## src/rtl/logic_unit_arbiter.sv

```systemverilog
// Round-robin arbiter sharing one logicUnit between two requesters over valid/ready.
// Optional feature: define LU_ARB_ERR_EN to flag non-one-hot opcodes via rsp_err.
module logic_unit_arbiter #(
  parameter int unsigned DW = 4
) (
  input  logic          clk,
  input  logic          rst,
  input  logic          req0_valid,
  input  logic [2:0]    req0_op,
  input  logic [DW-1:0] req0_a,
  input  logic [DW-1:0] req0_b,
  output logic          req0_ready,
  input  logic          req1_valid,
  input  logic [2:0]    req1_op,
  input  logic [DW-1:0] req1_a,
  input  logic [DW-1:0] req1_b,
  output logic          req1_ready,
  output logic [2:0]    lu_opCode,
  output logic [DW-1:0] lu_A,
  output logic [DW-1:0] lu_B,
  input  logic [DW-1:0] lu_resultA,
  input  logic [DW-1:0] lu_resultO,
  input  logic [DW-1:0] lu_resultX,
  output logic          rsp_valid,
  input  logic          rsp_ready,
  output logic          rsp_id,
  output logic [DW-1:0] rsp_data,
  output logic          rsp_err
);

  typedef enum logic [1:0] {StIdle, StExec, StResp} state_e;

  state_e        state_q, state_d;
  logic          last_grant_q, last_grant_d;
  logic [2:0]    lu_op_q, lu_op_d;
  logic [DW-1:0] lu_a_q, lu_a_d;
  logic [DW-1:0] lu_b_q, lu_b_d;
  logic          err_q, err_d;
  logic          rsp_valid_q, rsp_valid_d;
  logic          rsp_id_q, rsp_id_d;
  logic [DW-1:0] rsp_data_q, rsp_data_d;
  logic          rsp_err_q, rsp_err_d;

  logic          grant0, grant1;
  logic [2:0]    acc_op, acc_op_eff;
  logic          acc_err;
  logic [DW-1:0] sel_result;

  // On a tie the requester not granted last wins.
  always_comb begin
    grant0 = 1'b0;
    grant1 = 1'b0;
    if (state_q == StIdle) begin
      if (req0_valid && (!req1_valid || last_grant_q)) begin
        grant0 = 1'b1;
      end else if (req1_valid) begin
        grant1 = 1'b1;
      end
    end
  end

  assign acc_op = grant1 ? req1_op : req0_op;

`ifdef LU_ARB_ERR_EN
  always_comb begin
    acc_err    = !((acc_op == 3'b001) || (acc_op == 3'b010) || (acc_op == 3'b100));
    acc_op_eff = acc_err ? 3'b000 : acc_op;
  end
`else
  // Multi-bit opcodes collapse to their lowest set bit.
  always_comb begin
    acc_err = 1'b0;
    if (acc_op[0]) begin
      acc_op_eff = 3'b001;
    end else if (acc_op[1]) begin
      acc_op_eff = 3'b010;
    end else if (acc_op[2]) begin
      acc_op_eff = 3'b100;
    end else begin
      acc_op_eff = 3'b000;
    end
  end
`endif

  always_comb begin
    unique case (lu_op_q)
      3'b001:  sel_result = lu_resultA;
      3'b010:  sel_result = lu_resultO;
      3'b100:  sel_result = lu_resultX;
      default: sel_result = '0;
    endcase
  end

  always_comb begin
    state_d      = state_q;
    last_grant_d = last_grant_q;
    lu_op_d      = 3'b000;
    lu_a_d       = '0;
    lu_b_d       = '0;
    err_d        = err_q;
    rsp_valid_d  = rsp_valid_q;
    rsp_id_d     = rsp_id_q;
    rsp_data_d   = rsp_data_q;
    rsp_err_d    = rsp_err_q;
    unique case (state_q)
      StIdle: begin
        if (grant0 || grant1) begin
          state_d      = StExec;
          last_grant_d = grant1;
          lu_op_d      = acc_op_eff;
          lu_a_d       = grant1 ? req1_a : req0_a;
          lu_b_d       = grant1 ? req1_b : req0_b;
          err_d        = acc_err;
          rsp_id_d     = grant1;
        end
      end
      StExec: begin
        state_d     = StResp;
        rsp_valid_d = 1'b1;
        rsp_data_d  = sel_result;
        rsp_err_d   = err_q;
      end
      StResp: begin
        if (rsp_ready) begin
          state_d     = StIdle;
          rsp_valid_d = 1'b0;
        end
      end
      default: state_d = StIdle;
    endcase
  end

  always_ff @(posedge clk) begin
    if (rst) begin
      state_q      <= StIdle;
      last_grant_q <= 1'b1;
      lu_op_q      <= 3'b000;
      lu_a_q       <= '0;
      lu_b_q       <= '0;
      err_q        <= 1'b0;
      rsp_valid_q  <= 1'b0;
      rsp_id_q     <= 1'b0;
      rsp_data_q   <= '0;
      rsp_err_q    <= 1'b0;
    end else begin
      state_q      <= state_d;
      last_grant_q <= last_grant_d;
      lu_op_q      <= lu_op_d;
      lu_a_q       <= lu_a_d;
      lu_b_q       <= lu_b_d;
      err_q        <= err_d;
      rsp_valid_q  <= rsp_valid_d;
      rsp_id_q     <= rsp_id_d;
      rsp_data_q   <= rsp_data_d;
      rsp_err_q    <= rsp_err_d;
    end
  end

  assign req0_ready = grant0;
  assign req1_ready = grant1;
  assign lu_opCode  = lu_op_q;
  assign lu_A       = lu_a_q;
  assign lu_B       = lu_b_q;
  assign rsp_valid  = rsp_valid_q;
  assign rsp_id     = rsp_id_q;
  assign rsp_data   = rsp_data_q;
  assign rsp_err    = rsp_err_q;

endmodule
```

## config.mk

```make
export PLATFORM = sky130hd
export DESIGN_NAME = logic_unit_arbiter
export DESIGN_NICKNAME = d
export VERILOG_FILES = /design/src/rtl/logic_unit_arbiter.sv
export SDC_FILE = /design/constraint.sdc
export NUM_CORES = 1
export LEC_CHECK = 0
export CAP_MARGIN = 0
export CORE_AREA = 5 5 58 60
export CTS_BUF_LIST = sky130_fd_sc_hd__clkbuf_2
export DETAILED_ROUTE_END_ITERATION = 8
export DIE_AREA = 0 0 63 65
export PLACE_DENSITY = 0.78
export RECOVER_POWER = 25
export SETUP_SLACK_MARGIN = 0.02
export SLEW_MARGIN = 30
export SYNTH_ARGS = -nofsm -noshare
export SYNTH_HDL_FRONTEND = slang
export SYNTH_SLANG_ARGS = --single-unit
export TNS_END_PERCENT = 1
```

## constraint.sdc

```tcl
create_clock -name clk -period 1.49 [get_ports clk]
set_input_delay 0.149 -clock clk [delete_from_list [all_inputs] [get_ports clk]]
set_output_delay 0.149 -clock clk [all_outputs]
set_load 0.05 [all_outputs]
```

==> impl_metrics.env, run 1 <==
export IMPL_die_y_um=65
export IMPL_dieArea_um2=4100
export IMPL_core_um2=2880
export IMPL_grt_setup_unrepaired="yes"
export IMPL_finish_utilization_pct=59.0
export IMPL_r2r_start="state_q[0]"
export IMPL_start_util_pct=35.3
export IMPL_r2r_end="lu_B[3]"
export IMPL_cp_startpoint="state_q[0]"
export IMPL_status="finished with violations"
export IMPL_numCtsBuffers=3
export IMPL_cts_buffer_depth=2
export IMPL_drv_slew=0
export IMPL_synth_area_top_cells="dfxtp_1 (39%), a21oi_2 (7.8%), nand3_1 (4.4%)"
export IMPL_slew_headroom_pct=59.5
export IMPL_cts_tree="yes"
export IMPL_hold_violations=0
export IMPL_worstHoldPathType="in -> reg"
export IMPL_wirelength_um=3120
export IMPL_synth_area_leader_cell="dfxtp_1"
export IMPL_total_power_mw=1.50
export IMPL_cts_root_buf="clkbuf_2"
export IMPL_final_common_cell="clkdlybuf4s50_1"
export IMPL_first_global_vias=1126
export IMPL_ir_drop_mv=0.536
export IMPL_cts_hold_buf=0
export IMPL_cts_sinks=20
export IMPL_crit_path_end="req0_ready"
export IMPL_cp_end_kind="output port"
export IMPL_first_pass_iters=4
export IMPL_cp_start_kind="flip-flop"
export IMPL_clock_latency_ps=320
export IMPL_layout_drive_gt1_share_pct=28.0
export IMPL_fin_crit_sh_pct=105
export IMPL_synth_warnings=0
export IMPL_finalWeightedCongestion=0.850
export IMPL_antenna_found_initial=0
export IMPL_tightest_slew_ps=610
export IMPL_drt_iter0_drc=36
export IMPL_whs_path_depth=3
export IMPL_fmax_mhz=636
export IMPL_final_cell_mix="clkdlybuf4s50_1 (38), dfxtp_1 (16), buf_4 (15)"
export IMPL_leakagePower_nw=0.627
export IMPL_via_count=1119
export IMPL_via_per_inst=5.38
export IMPL_synth_top_area_share_pct=39.5
export IMPL_grt_pass1_wl_um=5000
export IMPL_p_per_area_nw_per_um2=883
export IMPL_grt_overflow_total=0
export IMPL_post_drt_wl_per_cell_um=15.0
export IMPL_ys_flop_type="dfxtp_1"
export IMPL_die_w_um=63
export IMPL_path_class="reg -> out"
export IMPL_syn_instance_count=114
export IMPL_synthDistinctLibCells=34
export IMPL_detail_route_antenna_nets=0
export IMPL_nFillCells=262
export IMPL_cp_max_fo=4
export IMPL_synth_area_per_cell_um2=8.90
export IMPL_dp_hpwl_um=2340
export IMPL_io_pins=59
export IMPL_clock_skew_final_ps=17.7
export IMPL_cp_arrival_ps=1420
export IMPL_rows=20
export IMPL_place_port_buffers=57
export IMPL_nets=215
export IMPL_grt_max_degree=13
export IMPL_synth_seq_area_share_pct=39.5
export IMPL_violations="setup timing"
export IMPL_crit_required_ps=1340
export IMPL_drc=0
export IMPL_r2r_cells=3
export IMPL_syn_nets=153
export IMPL_regArea_um2=410
export IMPL_synth_seq_cells=20
export IMPL_async_reset_ff_share_pct=0
export IMPL_syn_to_final_growth_pct=67.2
export IMPL_finalSetupViolCount=2
export IMPL_maxCapViolCount=0
export IMPL_reg2reg_setup_slack_ps=60
export IMPL_multi_input_area_um2=563
export IMPL_track_usage_pct=14.9
export IMPL_layout_min_cycle_time_ps=1570
export IMPL_syn_area_um2=1010
export IMPL_htreeDepth=1
export IMPL_n_antenna_cell=0
export IMPL_synth_edf_count=0
export IMPL_worst_slack_ps=-81.4
export IMPL_clkSlewWorstSetupHoldPaths_ps=210
worst min-delay path by stage:
stage | start | slack (ps) | end
6_report | req1_a[2] | 350 | lu_A[2]
5_1_grt | req1_op[2] | 320 | lu_opCode[2]
4_1_cts | req1_a[2] | 350 | lu_A[2]
3_5_place_dp | rsp_data[0] | 490 | rsp_data[0]
3_3_place_gp | rsp_data[3] | 480 | rsp_data[3]
2_1_floorplan | req1_a[2] | 290 | lu_A[2]
cell usage after synthesis, types with 2 or more instances:
master,instances
a22oi_1,5
inv_1,3
o21ai_1,9
buf_6,3
a21oi_2,9
nand2b_1,2
nand2_1,5
nor4bb_1,2
nor3b_2,2
a21oi_1,5
a221oi_1,4
nor2_1,8
buf_2,2
and4bb_2,2
clkbuf_1,3
dfxtp_1,20
nand3_1,9
o21ai_0,2
a31oi_1,4
sequential cells by signal, summed over array words and instances (netlist names):
signal / cells
lu_A: 4
lu_B: 4
rsp_data: 4
lu_opCode: 3
state_q: 2
last_grant_q: 1
rsp_id: 1
rsp_valid: 1
routing by layer:
| metal | vias to the layer above | share of wire, % | wire length, um | global-route usage (%) |
|---|---|---|---|---|
| li1 | 543 | - | - | - |
| met1 | 494 | 41 | 1290 | 17.3 |
| met2 | 72 | 44 | 1370 | 23.7 |
| met3 | 10 | 12 | 378 | 5.89 |
| met4 | 0 | 2.8 | 89 | 6.90 |
| met5 | - | 0 | 0 | 0 |
report_power, final:
part / switching, mW / internal, mW / total, mW
Sequential: 0.0280 / 0.569 / 0.597
Combinational: 0.271 / 0.225 / 0.496
Clock: 0.173 / 0.232 / 0.405
Total: 0.472 / 1.03 / 1.50
kinds of logic (layout without fill, tap and decap cells):
group,after synthesis,count (layout),synth area share (%)
other,1,1,0.370
AOI/OAI and AO/OA,41,41,27.7
buffers and inverters,12,73,7.27
and+or+nand+nor,39,39,24.3
xor gates and xnor gates,1,1,0.863
DFF,20,20,39.5
critical path: stages (launching register included):
cell	delay (ps)
dfxtp_4	400
or3b_4	410
a21oi_4	140
buf_12	150
metrics by stage:
stage          instances  setup TNS [ps]  worst slack [ps]  hold WS, ps  area (um2)
2_1_floorplan        114            -124             -52.8          292        1020
3_3_place_gp         199            -486              -127          475        1620
3_5_place_dp         199            -771              -141          489        1620
4_1_cts              208            -171             -96.0          347        1720
5_1_grt              208            -308              -160          317        1700
6_report             208            -155             -81.4          355        1700
cell type report:
| class | instances | share of cell area, % |
|---|---|---|
| Clock inverter | 1 | 1.77 |
| Clock buffer | 3 | 0.885 |
| Inverter | 3 | 0.664 |
| Multi-Input combinational cell | 82 | 33.2 |
| Tap cell | 33 | 2.43 |
| Timing Repair Buffer | 66 | 36.9 |
| Sequential cell | 20 | 24.2 |
timing repair:
item | 4_1_cts | 5_1_grt
hold endpoints to repair | 0 | 0
pin swaps | 3 | 1
endpoints found under the setup margin | 2 | 7
setup buffers | 5 | 0
gates resized for setup | 8 | 2
No activity file was read; power rests on OpenSTA's default activity.
==> run 2, diff against run 1 <==
--- a/constraint.sdc
+++ b/constraint.sdc
@@ -3,2 +3,2 @@
 set_output_delay 0.149 -clock clk [all_outputs]
-set_load 0.05 [all_outputs]
+set_load 0.02 [all_outputs]
==> run 2 against run 1 <==
Against the previous run: critical path type is now in -> out; worst setup slack better by 55 ps; routed wire length rose by 4.7%; non-clock buffer count did not move; highest routed layer unchanged; the run still ends with setup timing left; clock power hardly changed; sequential share of layout area is 0.54 points higher; global-route usage increased by 1.3 points; clock skew down 11 ps.
==> impl_metrics.env, run 2 (same netlist as run 1, synthesis figures left out) <==
export IMPL_maxCapViolCount=0
export IMPL_first_global_vias=1187
export IMPL_dp_hpwl_um=2510
export IMPL_tns_ps=-36.5
export IMPL_final_cells=208
export IMPL_fin_crit_sh_pct=102
export IMPL_syn_to_final_growth_pct=61.5
export IMPL_final_cell_mix="clkdlybuf4s50_1 (39), dfxtp_1 (16), a21oi_2 (10), buf_4 (10)"
export IMPL_nets=215
export IMPL_leakagePower_nw=0.628
export IMPL_p_sw_mw=0.398
export IMPL_violations="setup timing"
export IMPL_via_count=1134
export IMPL_p_per_area_nw_per_um2=854
export IMPL_n_antenna_cell=0
export IMPL_status="finished with violations"
export IMPL_cts_sinks=20
export IMPL_grt_pass1_wl_um=5260
export IMPL_finalWeightedCongestion=0.710
export IMPL_grt_overflow_total=0
export IMPL_stdcell_area_um2=1640
export IMPL_worstHoldPathType="in -> reg"
export IMPL_clock_skew_final_ps=7.05
export IMPL_cp_end_kind="output port"
export IMPL_hold_violations=0
export IMPL_drt_iter0_drc=37
export IMPL_die_y_um=65
export IMPL_fin_hold_ws_ps=365
export IMPL_rows=20
export IMPL_place_port_buffers=57
export IMPL_numCtsBuffers=3
export IMPL_cts_root_buf="clkbuf_2"
export IMPL_detail_route_antenna_nets=0
export IMPL_clock_latency_ps=320
export IMPL_finish_utilization_pct=57.0
export IMPL_antenna_found_initial=0
export IMPL_start_util_pct=35.3
export IMPL_clkPwrFrac_pct=29.1
export IMPL_first_pass_iters=4
export IMPL_track_usage_pct=16.2
export IMPL_path_class="in -> out"
export IMPL_power_internal_mw=1.00
export IMPL_layout_min_cycle_time_ps=1520
export IMPL_cp_max_fo=4
export IMPL_io_pins=59
export IMPL_clkSlewWorstSetupHoldPaths_ps=200
export IMPL_post_drt_wl_per_cell_um=15.7
export IMPL_htreeDepth=1
export IMPL_grt_setup_unrepaired="yes"
export IMPL_wirelength_um=3270
export IMPL_layout_drive_gt1_share_pct=21.1
export IMPL_post_cts_setup_buffers=0
export IMPL_grt_max_degree=13
export IMPL_dp_cells=204
export IMPL_cts_tree="yes"
export IMPL_cp_start_kind="input pin"
export IMPL_combPwrFrac_pct=28.4
export IMPL_switching_share_pct=28.4
export IMPL_nFillCells=270
export IMPL_post_dp_cell_area_um2=1630
export IMPL_die_w_um=63
export IMPL_fmax_mhz=660
export IMPL_p_seq_share_pct=42.4
export IMPL_drv_slew=0
export IMPL_dieArea_um2=4100
export IMPL_via_per_inst=5.45
export IMPL_ir_drop_mv=0.562
export IMPL_final_common_cell="clkdlybuf4s50_1"
export IMPL_core_um2=2880
export IMPL_worst_slack_ps=-26.0
export IMPL_crit_required_ps=1340
export IMPL_cts_buffer_depth=2
export IMPL_finalSetupViolCount=2
export IMPL_drc=0
export IMPL_cp_arrival_ps=1370
## run 2: layout make-up
class	instances	area [um2]	area share, %
Clock buffer	3	15.0	0.916
Clock inverter	1	30.0	1.83
Inverter	3	11.3	0.687
Multi-Input combinational cell	82	554	33.8
Sequential cell	20	405	24.7
Tap cell	33	41.3	2.52
Timing Repair Buffer	66	582	35.5
## run 2: metrics by stage
stage / setup WS [ps] / power (mW)
2_1_floorplan: 150 / 0.804
3_3_place_gp: -460 / 1.00
3_5_place_dp: -458 / 1.01
4_1_cts: -70.9 / 1.42
5_1_grt: -112 / 1.47
6_report: -26.0 / 1.40
## run 2: power groups by stage
stage / clock network (mW) / registers [mW] / logic (mW)
floorplan: 0 / 0.633 / 0.171
global placement: 0 / 0.601 / 0.399
detailed placement: 0 / 0.603 / 0.409
CTS: 0.419 / 0.593 / 0.410
global route: 0.442 / 0.599 / 0.426
finish: 0.408 / 0.594 / 0.398
## run 2: critical path: stages
cell,delay [ps]
clkdlybuf4s50_1,550
or3b_4,430
nor2_4,120
buf_6,120
## run 2: repair_timing
action                                  4_1_cts  5_1_grt
pin swaps                                     0        1
hold buffers                                  0        0
endpoints found under the setup margin       11        9
gates resized for setup                      25       10
hold endpoints to repair                      0        0
## run 2: final timing paths
| check | startpoint | end | slack (ps) | cells past startpoint |
|---|---|---|---|---|
| max reg2reg | state_q[1] | lu_B[0] | 100 | 3 |
| min reg2reg | rsp_data[2] | rsp_data[2] | 510 | 2 |
| min | req1_a[2] | lu_A[2] | 360 | 3 |
| max | req1_valid | req1_ready | -30 | 4 |
## run 2: routing by layer
metal	global-route usage (%)	wire length [um]	vias up
met2	29.6	1620	55
li1	-	-	545
met3	6.76	339	4
met1	15.7	1280	530
met5	0	0	-
met4	7.16	35	0
